### src/rtl/sync_fifo_fwft.sv
// Single-clock first-word-fall-through FIFO with valid/ready on both sides,
// occupancy count, almost-full/almost-empty flags and synchronous flush.
// OREG=1 adds a flop-driven output stage that also holds one extra entry.
module sync_fifo_fwft #(
  parameter int DW     = 18,
  parameter int AW     = 7,
  parameter int OREG   = 0,
  parameter int AF_LVL = (2**AW) - 4,
  parameter int AE_LVL = 4
) (
  input  logic          clk,
  input  logic          rst,
  input  logic          flush,
  input  logic          in_vld,
  output logic          in_rdy,
  input  logic [DW-1:0] in_data,
  output logic          out_vld,
  input  logic          out_rdy,
  output logic [DW-1:0] out_data,
  output logic [AW:0]   count,
  output logic          almost_full,
  output logic          almost_empty
);

  localparam int DEPTH = 2**AW;
  localparam int CW    = AW + 1;
  localparam int CAP   = DEPTH + OREG;

  localparam logic [CW-1:0] CAP_C = CW'(CAP);
  localparam logic [CW-1:0] AF_C  = CW'(AF_LVL);
  localparam logic [CW-1:0] AE_C  = CW'(AE_LVL);

  logic [DW-1:0] mem [DEPTH];
  logic [DW-1:0] mem_rdata;

  logic [AW-1:0] wr_ptr_q, wr_ptr_d;
  logic [AW-1:0] rd_ptr_q, rd_ptr_d;
  logic [CW-1:0] count_q, count_d;

  logic push;
  logic pop;
  logic mem_we;
  logic rd_adv;

  // Handshakes depend only on the count register, never on in_vld/out_rdy.
  assign in_rdy       = (count_q != CAP_C);
  assign out_vld      = (count_q != '0);
  assign push         = in_vld && in_rdy;
  assign pop          = out_vld && out_rdy;
  assign count        = count_q;
  assign almost_full  = (count_q >= AF_C);
  assign almost_empty = (count_q <= AE_C);
  assign mem_rdata    = mem[rd_ptr_q];

  // Next-state for pointers and occupancy; flush overrides any transfer.
  always_comb begin
    wr_ptr_d = wr_ptr_q;
    rd_ptr_d = rd_ptr_q;
    count_d  = count_q;
    if (flush) begin
      wr_ptr_d = '0;
      rd_ptr_d = '0;
      count_d  = '0;
    end else begin
      if (mem_we) wr_ptr_d = wr_ptr_q + AW'(1);
      if (rd_adv) rd_ptr_d = rd_ptr_q + AW'(1);
      if (push && !pop)      count_d = count_q + CW'(1);
      else if (!push && pop) count_d = count_q - CW'(1);
    end
  end

  // Pointer and count registers.
  always_ff @(posedge clk or posedge rst) begin
    if (rst) begin
      wr_ptr_q <= '0;
      rd_ptr_q <= '0;
      count_q  <= '0;
    end else begin
      wr_ptr_q <= wr_ptr_d;
      rd_ptr_q <= rd_ptr_d;
      count_q  <= count_d;
    end
  end

  // Storage array write port; contents are never reset.
  always_ff @(posedge clk) begin
    if (mem_we && !flush) mem[wr_ptr_q] <= in_data;
  end

  generate
    if (OREG == 0) begin : g_comb_out
      assign mem_we   = push;
      assign rd_adv   = pop;
      assign out_data = mem_rdata;
    end else begin : g_reg_out
      // count includes the output register, so the array is empty at count <= 1.
      logic          arr_empty;
      logic          load_byp;
      logic          load_arr;
      logic [DW-1:0] odata_q, odata_d;

      assign arr_empty = (count_q <= CW'(1));
      assign load_byp  = push && ((count_q == '0) || (pop && arr_empty));
      assign load_arr  = pop && !arr_empty;
      assign mem_we    = push && !load_byp;
      assign rd_adv    = load_arr;
      assign out_data  = odata_q;

      // Output register takes bypassed input data or the next array entry.
      always_comb begin
        odata_d = odata_q;
        if (!flush) begin
          if (load_byp)      odata_d = in_data;
          else if (load_arr) odata_d = mem_rdata;
        end
      end

      // Output data register.
      always_ff @(posedge clk or posedge rst) begin
        if (rst) odata_q <= '0;
        else     odata_q <= odata_d;
      end
    end
  endgenerate

endmodule

### config.mk
export PLATFORM = sky130hd
export DESIGN_NAME = sync_fifo_fwft
export DESIGN_NICKNAME = d
export VERILOG_FILES = /design/src/rtl/sync_fifo_fwft.sv
export SDC_FILE = /design/constraint.sdc
export NUM_CORES = 2
export LEC_CHECK = 0
export CAP_MARGIN = 20
export CORE_ASPECT_RATIO = 1.5
export CORE_MARGIN = 3
export CORE_UTILIZATION = 40
export DETAILED_ROUTE_END_ITERATION = 12
export MAX_ROUTING_LAYER = met4
export SYNTH_ARGS = -nofsm -noshare
export SYNTH_HDL_FRONTEND = slang
export SYNTH_SLANG_ARGS = --single-unit
### constraint.sdc
create_clock -name clk -period 4.3 [get_ports clk]
set_input_delay 0.43 -clock clk [delete_from_list [all_inputs] [get_ports clk]]
set_output_delay 0.43 -clock clk [all_outputs]
set_load 0.05 [all_outputs]
== Word-level counts from Yosys, hierarchy flattened ==
Memories as Yosys holds them, arrays and structs flattened.
Index checks and enable logic that the tools add are counted.
Word-level totals
  register bits: 22
  RAM bits: 2304
  bits of input ports: 23
  output and inout bits: 30
  logic and storage cells: 32
  memories kept: 1
Operators by class
  add/subtract/negate cells: 4
  magnitude comparators: 2
  eq/ne operators: 1
  multiplexer cells: 9
  reduce and logical (&&, ||, !) cells: 12
Memory list
  mem: depth 128, bits a word 18, rd ports 1, clocked after Yosys merged registers in 0, write ports 1, line 33  | logic [DW-1:0] mem [DEPTH];
Operators by type and width (count)
  two-way mux 7 bit: 4
  two-way mux 8 bit: 3
  adder 7 x 1 -> 7 bit, second input constant: 2
  adder 8 x 1 -> 8 bit, second input constant: 1
  >= comparator 8 x 7 -> 1 bit, second input constant: 1
  <= comparator 8 x 3 -> 1 bit, second input constant: 1
  inequality test 8 bit, second input constant: 1
  nonzero test 8 bit: 1
  subtractor 8 x 1 -> 8 bit, second input constant: 1
  logical AND 1 bit: 5
  nonzero test 2 bit: 2
  logical NOT 1 bit: 3
  nonzero test 3 bit: 1
  two-way mux 1 bit: 2

== Logic depth before layout (Yosys ltp) ==
  depth in word-level cells: 7
  depth in mapped cells: 12
  gate-level depth less buffers: 11

== Worst setup path before layout ==
OpenSTA, ideal clock, no wires.
  kind: register -> output
  from: register rd_ptr_q[1]
  to: output port out_data[10]
  arrival time: 3.064 ns
  required time: 3.870 ns
  path slack: 0.806 ns
  cell stages (with the launch flop): 9
  buffers on the path: 5
  cell sequence: dfrtp_1 > buf_2 > buf_4 > buf_2 > clkbuf_1 > buf_2 > mux4_2 > nand2_1 > a311oi_1
On the way
  longest elaborated chain between the ends: 1
Ends and longest elaborated chain
  start: declaration: line 37  | logic [AW-1:0] rd_ptr_q, rd_ptr_d;
  start signal: assignment: line 80  | rd_ptr_q <= rd_ptr_d;
  memory (128 x 18 bit)
  end: declaration: line 19  | output logic [DW-1:0] out_data,
Every way passes these cells.

== Worst setup path after layout ==
  from: register rd_ptr_q[2]
  to: output port out_data[8]
Same word-level chain as after synthesis.

==> flow_summary.yaml <==
logic_synthesis:
  synth-seq-area-share: 0.7759
  number_of_library_cell_types_mapped_by_synthesis: 63
  top_area_cell_type_share_of_the_netlist_area: 0.7698
  async_flop_share: 0.009458
  postSynthRegisterBits: 2326
  synth_edf_count: 2304
  netlist.top_cell.by_area: "sky130_fd_sc_hd__edfxtp_1"
  synth_top_cells_by_area: "sky130_fd_sc_hd__edfxtp_1, sky130_fd_sc_hd__mux4_2, sky130_fd_sc_hd__mux2i_1"
  synth_cells: 4030
  synthesis.area_per_instance_um2: 22.30
  synth_ff_type: "sky130_fd_sc_hd__edfxtp_1"
  postSynthNetCount: 4062
  post_synth_instance_area_um2: 89880
  synth_warnings: 0
hold_path:
  min_to: "mem[120][0]"
  worstHoldPathType: "in -> reg"
  hold_depth: 1
  source_of_the_worst_hold_timing_path: "in_data[0]"
grt:
  grt_pass1_vias: 45350
  grt_usage: 0.2263
  antenna_found_initial: 8
  grt_use_met1: 0.2797
  met2_track_demand_over_resource_in_global_routing: 0.3786
  met3_usage: 0.02866
  grt_pass1_wl_um: 356700
  grt_overflow_total: 0
  grt_start_max_net_pins: 98
  busiest_layer: "met2"
routing:
  postRouteWirelength_um: 253300
  via_count: 44800
  via_per_inst: 5.870
  antenna_violation_net_count_after_detailed_routing: 0
  drt_first_pass_iters: 6
  post-route-drc-count: 0
  drt-initial-drc-count: 5083
  drt-wirelength-per-cell_um: 33.20
cts:
  numClockSinks: 2326
  cts_inserted_buffers: 211
  cts_tree: "done"
  cts.path.max_buffers: 4
  clk_root_buffer_cell: "sky130_fd_sc_hd__clkbuf_16"
  clk_latency_ns: 0.89
  clkTransAtPathRegs_ns: 0.06
  cts_htree_levels: 4
setup_path:
  worstReg2RegStart: "count[3]"
  reg2reg_to: "count[7]"
  worst_setup_path_start_kind: "register"
  cp-startpoint: "rd_ptr_q[2]"
  worst_setup_path_end_kind: "primary output"
  worstPathRequired_ns: 3.87
  timing.critical_path.fanout_max: 7
  worst_path_arrival_ns: 3.87
  register_to_register_setup_slack_ns: 0.78
  r2r_cells: 10
  worst-setup-path-type: "reg -> out"
timing:
  worst_hold_slack_ns: 0.07007
  slew_headroom: 0.1894
  finalClockSkew_ns: 0.06445
  min_period_over_period: 1.001
  rsz0062_at_grt: "yes"
  worst_slew_pin_slew_ns: 1.216
  finalWorstSetupSlack_ns: -0.004257
  fmax_mhz: 232.3
  report.final.hold_viol_count: 0
  setup_viol_count_final: 1
  final-max-slew-violation-count: 0
  final.min_clock_period_ns: 4.304
floorplanning:
  initial_core_util: 0.4034
  die-width_um: 393.0
  top_level_ports: 53
  core_um2: 222800
  floorplan.die.height_um: 586.6
  row_count: 212
  die_footprint_um2: 230500
cells_and_area:
  drive_above_1_share: 0.3599
  layout-area-overhead-vs-synth_pct: 18.14
  n_fill_cell: 18040
  mostFrequentLayoutCells: "sky130_fd_sc_hd__edfxtp_1, sky130_fd_sc_hd__mux4_2, sky130_fd_sc_hd__buf_4, sky130_fd_sc_hd__clkbuf_16, sky130_fd_sc_hd__mux2i_1"
  design.final.nets: 4607
  final_common_cell: "sky130_fd_sc_hd__edfxtp_1"
outcome:
  status: "complete, but fails checks"
  violations_in_the_final_reports: "negative setup slack"
run:
  max_cap_viol_count: 0
power:
  leakage_nw: 33.12
  ir_drop_worst_case_vdd_mv: 0.3407
  comb_power_share: 0.161
  switchingPower_mw: 12.51
  pwr-share-clk: 0.359
  power_switching_share: 0.2399
  intPower_mw: 39.64
  totalPowerFinal_mw: 52.15
  pwr_density_cell_nw_per_um2: 491.1
  power.sequential.fraction: 0.480
placement:
  port-buffer-count: 52
  detailed_place_hpwl_um: 153800
  gp_routability_congestion: 0.8584
worst max-delay path by stage:
stage	end	depth (start not counted)
3_3_place_gp	out_data[16]	10
6_report	out_data[8]	11
4_1_cts	out_data[1]	10
2_1_floorplan	out_data[10]	8
5_1_grt	out_data[9]	11
3_5_place_dp	out_data[9]	8
cell families (layout without fill, tap and decap cells):
| logic type | count (synthesis) | count (layout) | synth area share |
|---|---|---|---|
| AOI/OAI and AO/OA | 275 | 275 | 0.02154 |
| xor gates and xnor gates | 13 | 13 | 0.001267 |
| adders and majority gates | 9 | 9 | 0.001336 |
| buffers and inverters | 226 | 933 | 0.01439 |
| DFF | 2326 | 2326 | 0.7759 |
| muxes | 745 | 745 | 0.1640 |
| other | 0 | 5 | 0 |
| and+or+nand+nor | 436 | 436 | 0.02152 |
cell type report:
type | instances | area [µm²] | area share
flip-flops and latches | 2326 | 69750 | 0.6569
multi-input cells | 1478 | 20310 | 0.1913
repair buffers | 545 | 5700 | 0.05369
clock buffers | 248 | 5512 | 0.05191
well taps | 2889 | 3615 | 0.03404
clock inverters | 127 | 1217 | 0.01147
inverters | 13 | 61.31 | 0.0005774
diodes | 5 | 12.51 | 0.0001178
Yosys cell counts, drive strengths merged, types with 4 or more instances:
library cell  instances
edfxtp             2304
mux4                582
nor2                168
mux2i               159
buf                 155
nand2               138
a21oi                61
a22oi                60
clkbuf               58
nand3                40
nor2b                27
o22ai                26
dfrtp                22
a211oi               20
a22o                 16
o21ai                16
nor3                 15
a221oi               14
inv                  12
and2                 10
a31oi                 9
ha                    8
or3                   8
and3                  7
xnor2                 7
a2111oi               6
a32oi                 6
nor4                  6
nor4bb                6
o221ai                6
xor2                  6
mux2                  4
o211ai                4
o21a                  4
o31ai                 4
o41ai                 4
power groups by stage:
stage / Sequential (mW) / Clock [mW] / Combinational (mW)
floorplan: 25.6 / 0 / 4.63
global placement: 25.6 / 0 / 7.06
detailed placement: 25.6 / 0 / 7.11
CTS: 25.1 / 19.0 / 8.28
global route: 25.0 / 19.9 / 8.81
finish: 25.1 / 18.7 / 8.38
what timing repair did:
| item | CTS | global route |
|---|---|---|
| gates cloned | 20 | 1 |
| endpoints found under the setup margin | 18 | 18 |
| hold endpoints to repair | 22 | 16 |
| hold buffers | 1 | 1 |
| setup buffers | 64 | 33 |
| pin swaps | 30 | 30 |
| resized for setup | 231 | 97 |
metal layers:
layer  vias up  wire length (µm)
met5         -                 0
li1      18110                 -
met1     24210             92860
met4         0             11880
met3       491             17180
met2      1984            131400
critical path: stages (launching register included):
cell and delay (ns):
sky130_fd_sc_hd__dfrtp_4 0.54, sky130_fd_sc_hd__buf_4 0.15, sky130_fd_sc_hd__buf_4 0.12, sky130_fd_sc_hd__buf_4 0.11, sky130_fd_sc_hd__and2_1 0.39, sky130_fd_sc_hd__buf_4 0.32, sky130_fd_sc_hd__a221oi_4 0.11, sky130_fd_sc_hd__o22ai_4 0.32
sky130_fd_sc_hd__o22ai_2 0.17, sky130_fd_sc_hd__a211oi_4 0.47, sky130_fd_sc_hd__buf_6 0.19, sky130_fd_sc_hd__buf_12 0.13
sequential cells by signal, indices dropped and copies added, names as in the netlist:
signal / flops
count: 8
rd_ptr_q: 7
mem: 2304
wr_ptr_q: 7
per-stage QoR:
stage / cells / util / worst slack (ns) / cell area, µm² / TNS (ns)
2_1_floorplan: 4030 / - / 0.8059 / 89880 / 0
3_3_place_gp: 7133 / 0.4326 / -0.4181 / 96390 / -0.6782
3_5_place_dp: 7134 / 0.4326 / -0.1648 / 96400 / -0.3118
4_1_cts: 7593 / 0.4734 / -0.1126 / 105500 / -0.7022
5_1_grt: 7629 / 0.4765 / -0.05056 / 106200 / -0.3431
6_report: 7631 / 0.4766 / -0.004257 / 106200 / -0.004257
No activity file was read; power rests on OpenSTA's default activity.
